**config.mk**
```make
export PLATFORM = sky130hd
export DESIGN_NAME = r0_mask_scheduler
export DESIGN_NICKNAME = d
export VERILOG_FILES = /design/src/rtl/r0_mask_scheduler.sv
export SDC_FILE = /design/constraint.sdc
export NUM_CORES = 1
export LEC_CHECK = 0
export BUFFER_PORTS_ARGS = -buffer_cell sky130_fd_sc_hd__buf_4
export CAP_MARGIN = 20
export CELL_PAD_IN_SITES_DETAIL_PLACEMENT = 1
export CELL_PAD_IN_SITES_GLOBAL_PLACEMENT = 1
export CORE_MARGIN = 2
export CORE_UTILIZATION = 50
export DETAILED_ROUTE_END_ITERATION = 7
export GPL_ROUTABILITY_DRIVEN = 0
export PLACE_DENSITY = 0.87
export SYNTH_ARGS = -nofsm -noshare
export SYNTH_HDL_FRONTEND = slang
export SYNTH_SLANG_ARGS = --single-unit
```
**constraint.sdc**
```tcl
create_clock -name clk -period 5.68 [get_ports clk]
set_clock_uncertainty 0.15 [all_clocks]
set_input_delay 1.136 -clock clk [delete_from_list [all_inputs] [get_ports clk]]
set_output_delay 1.136 -clock clk [all_outputs]
set_load 0.005 [all_outputs]
```
**src/rtl/r0_mask_scheduler.sv**
```systemverilog
// Nonzero r0 mask scheduler: filters zero RNG bytes, buffers masks in a FIFO,
// and hands one mask per AES round (0..NUM_ROUNDS) to the round controller.
module r0_mask_scheduler #(
  parameter int DEPTH        = 4,
  parameter int NUM_ROUNDS   = 10,
  parameter int MAX_ZERO_RUN = 3
) (
  input  logic       clk,
  input  logic       rst,
  input  logic       start,
  input  logic [7:0] rnd_in,
  input  logic       rnd_valid,
  output logic       rnd_ready,
  input  logic       mask_req,
  output logic [7:0] mask_out,
  output logic       mask_valid,
  output logic [3:0] round_idx,
  output logic       busy,
  output logic       done,
  output logic       err,
  output logic [7:0] zero_cnt
);

  localparam int AW = $clog2(DEPTH);
  localparam int CW = AW + 1;
  localparam int ZW = $clog2(MAX_ZERO_RUN + 1);
  localparam logic [3:0] LAST_ROUND = 4'(NUM_ROUNDS);

  typedef enum logic [1:0] {S_IDLE, S_PRIME, S_RUN, S_ERROR} state_t;

  state_t         state_q, state_d;
  logic [AW-1:0]  wr_q, wr_d, rd_q, rd_d;
  logic [CW-1:0]  cnt_q, cnt_d;
  logic [3:0]     round_q, round_d;
  logic [7:0]     zcnt_q, zcnt_d;
  logic [ZW-1:0]  zrun_q, zrun_d;
  logic           done_q, done_d;
  logic           err_q, err_d;
  logic [7:0]     mem [DEPTH];

  logic accept, push, zero_in, pop, zero_fault, full, flush;

  assign full       = (cnt_q == CW'(DEPTH));
  assign busy       = (state_q == S_PRIME) || (state_q == S_RUN);
  assign rnd_ready  = busy && !full;
  assign mask_valid = (state_q == S_RUN) && (cnt_q != '0);
  // Head is shown whenever the FIFO holds data so a primed mask is visible early.
  assign mask_out   = (cnt_q != '0) ? mem[rd_q] : '0;
  assign round_idx  = round_q;
  assign done       = done_q;
  assign err        = err_q;
  assign zero_cnt   = zcnt_q;

  assign accept     = rnd_valid && rnd_ready;
  assign push       = accept && (rnd_in != '0);
  assign zero_in    = accept && (rnd_in == '0);
  assign pop        = mask_valid && mask_req;
  assign zero_fault = zero_in && (zrun_q == ZW'(MAX_ZERO_RUN - 1));

  always_comb begin
    state_d = state_q;
    wr_d    = wr_q;
    rd_d    = rd_q;
    cnt_d   = cnt_q;
    round_d = round_q;
    zcnt_d  = zcnt_q;
    zrun_d  = zrun_q;
    done_d  = 1'b0;
    err_d   = err_q;
    flush   = 1'b0;

    if (push) begin
      wr_d   = wr_q + 1'b1;
      zrun_d = '0;
    end
    if (zero_in) begin
      zcnt_d = (zcnt_q == 8'hFF) ? zcnt_q : zcnt_q + 8'd1;
      zrun_d = zrun_q + 1'b1;
    end
    if (pop) begin
      rd_d    = rd_q + 1'b1;
      round_d = (round_q == LAST_ROUND) ? '0 : round_q + 4'd1;
    end
    case ({push, pop})
      2'b10:   cnt_d = cnt_q + 1'b1;
      2'b01:   cnt_d = cnt_q - 1'b1;
      default: cnt_d = cnt_q;
    endcase

    case (state_q)
      S_IDLE:  if (start) flush = 1'b1;
      S_PRIME: begin
        if (zero_fault)  state_d = S_ERROR;
        else if (full)   state_d = S_RUN;
      end
      S_RUN: begin
        // A fault on the final-pop edge wins: no done pulse.
        if (zero_fault) state_d = S_ERROR;
        else if (pop && (round_q == LAST_ROUND)) begin
          state_d = S_IDLE;
          done_d  = 1'b1;
        end
      end
      S_ERROR: if (start) flush = 1'b1;
      default: state_d = S_IDLE;
    endcase

    if (zero_fault) err_d = 1'b1;

    if (flush) begin
      state_d = S_PRIME;
      wr_d    = '0;
      rd_d    = '0;
      cnt_d   = '0;
      round_d = '0;
      zcnt_d  = '0;
      zrun_d  = '0;
      err_d   = 1'b0;
    end
  end

  always_ff @(posedge clk or posedge rst) begin
    if (rst) begin
      state_q <= S_IDLE;
      wr_q    <= '0;
      rd_q    <= '0;
      cnt_q   <= '0;
      round_q <= '0;
      zcnt_q  <= '0;
      zrun_q  <= '0;
      done_q  <= 1'b0;
      err_q   <= 1'b0;
    end else begin
      state_q <= state_d;
      wr_q    <= wr_d;
      rd_q    <= rd_d;
      cnt_q   <= cnt_d;
      round_q <= round_d;
      zcnt_q  <= zcnt_d;
      zrun_q  <= zrun_d;
      done_q  <= done_d;
      err_q   <= err_d;
    end
  end

  always_ff @(posedge clk) begin
    if (push) mem[wr_q] <= rnd_in;
  end

endmodule

```
Word level (Yosys, flattened, before mapping). Memory sizes are Yosys's and may differ from the RTL's. Index checks and enable logic that the tools add are counted.

Register bits after elaboration: 25. Memory bits (writable): 32. Word-level logic and storage cells: 84. Memories: 1.

Memory list: mem (words 4, width 8, read ports 1, clocked after Yosys merged registers in 0, write ports 1, RTL line 39) `logic [7:0] mem [DEPTH];`.

$add $sub $neg: 7. Eq/ne operators: 12. Multiplexer cells: 31. Reductions and logical operators: 24.

Operators by type and width (number): $mux 8 (4); $mux 2 (12); $mux 4 (3); $reduce_bool 3->1 (4); $mux 1 (9); $add 8x1->8 const B (1); $eq 2x2->1 const B (4); $eq 8x8->1 const B (1); $logic_and 1x1->1 (8); $logic_not 8->1 (1); $reduce_bool 2->1 (4); $reduce_bool 8->1 (1); $add 2x1->2 const B (3); $pmux 3 s2 (1); $add 4x1->4 const B (1); $eq 2x1->1 const B (2); $eq 4x4->1 const B (1); $ne 4x3->1 const B (1); $ne 4x4->1 const B (1); $pmux 2 s2 (1); $add 3x1->3 const B (1); $eq 3x3->1 const B (1); $mux 3 (1); $reduce_and 3->1 (1); 7 further kinds (7).

Logic depth before layout (Yosys ltp).
Depth after elaboration: 9. Gate-level depth with buffers: 9. Depth with buffers taken out: 9.

Worst setup path before layout. No wires, ideal clock.

Path kind: input port to flip-flop. From: input port rnd_in[5]. To: register cnt_q[1]. Library setup time: 0.136 ns. Arrival: 2.533 ns. Data required time: 5.394 ns. Slack: 2.861 ns. Stages: 6. Path buffers: 0. Path through: nor4_2 nand2_1 a21oi_1 fa_1 o211ai_1 o31ai_1.

Longest elaborated chain between the ends: 5.

RTL lines: from (decl) (RTL line 11) `input logic [7:0] rnd_in,`; $reduce_bool 8->1 (*) (RTL line 55) `assign push = accept && (rnd_in != '0);`; $logic_and 1x1->1 (*) (RTL line 55); $eq 2x1->1 / $eq 2x2->1 (equally long branches) (RTL line 84) `case ({push, pop})`; $pmux 3 s2 (RTL line 84); $mux 3 (RTL line 110) `if (flush) begin`; to (signal assigned) (RTL line 137) `cnt_q <= cnt_d;`; to (decl) (RTL line 33) `logic [CW-1:0] cnt_q, cnt_d;`.

Mark *: on every way between the ends. The rest lies on a longest branch, timed or not. A chain may end at the register's enable or synchronous reset.

Worst setup path in the final report.
From: register rd_q[0]. To: output port mask_out[6].

Longest elaborated chain between the ends: 2.

RTL lines: from (decl) (RTL line 32) `logic [AW-1:0] wr_q, wr_d, rd_q, rd_d;`; from (signal assigned) (RTL line 136) `rd_q <= rd_d;`; $mem_v2 4x8; $mux 8 (RTL line 48) `assign mask_out = (cnt_q != '0) ? mem[rd_q] : '0;`; to (decl) (RTL line 15) `output logic [7:0] mask_out,`.

Every way passes these cells.

==> impl_metrics.ini <==
[yosys]
asyncSetResetFlopFracSynth = 0.439
yosys-top-cells-area = edfxtp_1 (35%), dfrtp_1 (23%), mux4_2 (6.5%)
postSynthAreaPerCell_um2 = 12.8
yosys_reg_bits = 57
yosys-top-cells-count = edfxtp_1 (32), dfrtp_1 (25), nor2_1 (21)
post_synth_net_total = 241
post_synth_inst_count = 216
post_synth_edffs = 32
yosys_warnings = 0
post-synth-top-area-fraction = 0.347
synth_area_leader_cell = edfxtp_1
netlist_area_um2 = 2770
post-synth-top-count-cell = edfxtp_1
synth_seq_area_share = 0.572
yosys_most_used_dff = edfxtp_1
post_synthesis_cell_type_count = 46

[cts]
post_cts_buffers = 0
cts_tree = built
tritoncts.num_buffers = 9
path_clk_slew_ps = 70
cts_root_buf = clkbuf_8
clkSinkCount = 57
cts.repair.resized = 0
ctsHoldBuffers = 0
worst_skew_pair.late_latency_ps = 330
cts-htree-levels = 3
cts-root-to-sink-buffers = 2

[timing]
post-route-worst-setup-slack_ps = 2420
finalHoldViolations = 0
maxSlewHeadroom = 0.453
final_max_slew_viol_count = 0
fmax_ghz = 0.307
setup_viol_count_final = 0
grt_setup_unrepaired = no
layout_worst_path_cycle_share = 0.574
fin_setup_tns_ps = 0
finalCriticalPeriod_ps = 3260
worst_slew_pin_slew_ps = 820

[route]
postRouteWirelength_um = 6350
drcViolationCount = 0
firstDrtPassIters = 4
route.antenna.remaining_nets = 0
vias_per_cell = 5.71
route.detailed.wl_per_inst_um = 19.0
first_iter_violations = 119
vias = 1912

[final_layout]
synthToLayoutAreaGrowth_pct = 20.9
diodes = 0
fraction_of_layout_cells_with_a_size_suffix_above_1 = 0.270
fin_nets = 283
final.fill_count = 555
final-seq-area_um2 = 1590
area_of_the_multi_input_gates_um2 = 1120

[worst_setup_path]
r2r_end = cnt_q[2]$_DFFE_PP0P_
worstRegToRegCells = 9
crit_path_end_kind = output port
worstReg2RegStart = state_q[0]$_DFFE_PP0P_
arrival_ps = 1970
timing_worst_setup_path_type = flip-flop to output port
cp_max_fanout = 10
critical_path.startpoint_type = flip-flop
cp_data_required_time_ps = 4390
worst-r2r-setup-slack_ps = 2850

[place]
dp_hpwl_um = 4200
portBuffers = 37
preCtsSetupSlack_ps = 2470

[global_routing]
grt_max_degree = 26
via_count_of_the_first_global_routing_pass = 2030
grt_pass1_wl_um = 10600
groute.usage.overall = 0.231
antenna_violations_before_repair = 0
grt_overflow = 0

[hold_path]
whs_endpoint = zrun_q[0]$_DFFE_PP0P_
hp-class = flip-flop to flip-flop
worst_hold_startpoint = zrun_q[0]$_DFFE_PP0P_
min_path_cells = 1

[pwr]
pwr_density_cell_nw_per_um2 = 454
power.net_switching_mw = 0.515
p_seq_frac = 0.379
power_report.internal_total_mw = 1.01
power.leakage_nw = 1.38
share_comb_of_total_power = 0.352
share_clk_of_total_power = 0.269
p_sw_frac = 0.338
vdd_ir_drop_max_uv = 288
report.power.total_mw = 1.52

[floorplan]
die_h_um = 78.5
initial_core_util = 0.510
floorplan.rows = 27
design.portCount = 38
die_x_um = 78.5
floorplan.core_area_um2 = 5440
dieArea_um2 = 6150

[outcome]
run_status = completed

[job]
cap_violations = 0
[through the flow]
| stage | area (µm²) | instances | utilization | hold WS [ps] |
|---|---|---|---|---|
| finish | 3350 | 335 | 0.616 | 352 |
| global route | 3350 | 335 | 0.616 | 368 |
| CTS | 3320 | 334 | 0.611 | 356 |
| detailed placement | 3110 | 318 | 0.572 | 348 |
| global placement | 3110 | 318 | 0.572 | 332 |
| floorplan | 2770 | 216 | - | 311 |
[cells in the final DEF, fill, tap and decap left out, drive strengths merged, types with 4 or more instances in the layout]
cell / count
dfrtp: 25
clkbuf: 11
a21oi: 9
nor3: 6
ha: 11
nor2: 21
inv: 10
and3: 9
mux2i: 5
and2: 10
o21ai: 6
mux4: 8
nand4: 4
nand2: 12
buf: 38
edfxtp: 32
nand3: 9
[state kept, by name, summed over array words and instances, names as in the netlist]
| register | count |
|---|---|
| mem | 32 |
| zero_cnt | 8 |
| round_idx | 4 |
| cnt_q | 3 |
| rd_q | 2 |
| state_q | 2 |
| wr_q | 2 |
| zrun_q | 2 |
| done | 1 |
| err | 1 |
[metal layers]
layer / global-route usage / vias up / part of all wire
li1: - / 887 / -
met1: 0.310 / 978 / 0.44
met2: 0.372 / 37 / 0.50
met3: 0.0552 / 10 / 0.048
met4: 0.0807 / 0 / 0.010
met5: 0 / - / 0
[worst max-delay path, stage by stage, from the launching register on]
cell     delay [ps]
dfrtp_1         750
mux4_2          580
and2_1          180
buf_4           130
[area by class of cell]
class                      instances  share of cell area
sequential                        57               0.473
multi-input combinational        142               0.334
timing repair buffer              38              0.0911
clock buffer                      11              0.0392
tap                               72              0.0269
clock inverter                     5              0.0239
inverter                          10              0.0112
[worst max-delay path by stage]
stage,from,to,slack (ps),depth (start not counted)
after floorplan,rnd_in[5],cnt_q[1]$_DFFE_PP0P_,2860,6
after global placement,rnd_in[1],cnt_q[1]$_DFFE_PP0P_,2580,7
after detailed placement,rnd_in[1],cnt_q[1]$_DFFE_PP0P_,2470,7
after CTS,rd_q[0]$_DFFE_PP0P_,mask_out[6],2360,3
after global routing,rd_q[0]$_DFFE_PP0P_,mask_out[6],2270,3
final,rd_q[0]$_DFFE_PP0P_,mask_out[6],2420,3
[kinds of logic (layout without fill, tap and decap cells)]
group	Yosys count	after routing	synth area share
xor gates and xnor gates	4	4	0.0126
adders and majority gates	12	12	0.0569
DFF	57	57	0.572
buffers and inverters	17	64	0.0235
muxes	13	13	0.0831
AOI/OAI and AO/OA	29	29	0.0763
and+or+nand+nor	84	84	0.175
[power groups by stage]
| stage | Clock, mW | Sequential [mW] | Combinational, mW |
|---|---|---|---|
| after global routing | 0.431 | 0.589 | 0.595 |
| after floorplan | 0 | 0.550 | 0.365 |
| after global placement | 0 | 0.577 | 0.509 |
| final | 0.409 | 0.577 | 0.536 |
| after CTS | 0.414 | 0.578 | 0.542 |
| after detailed placement | 0 | 0.585 | 0.537 |
(Power assumes the default switching activity.)
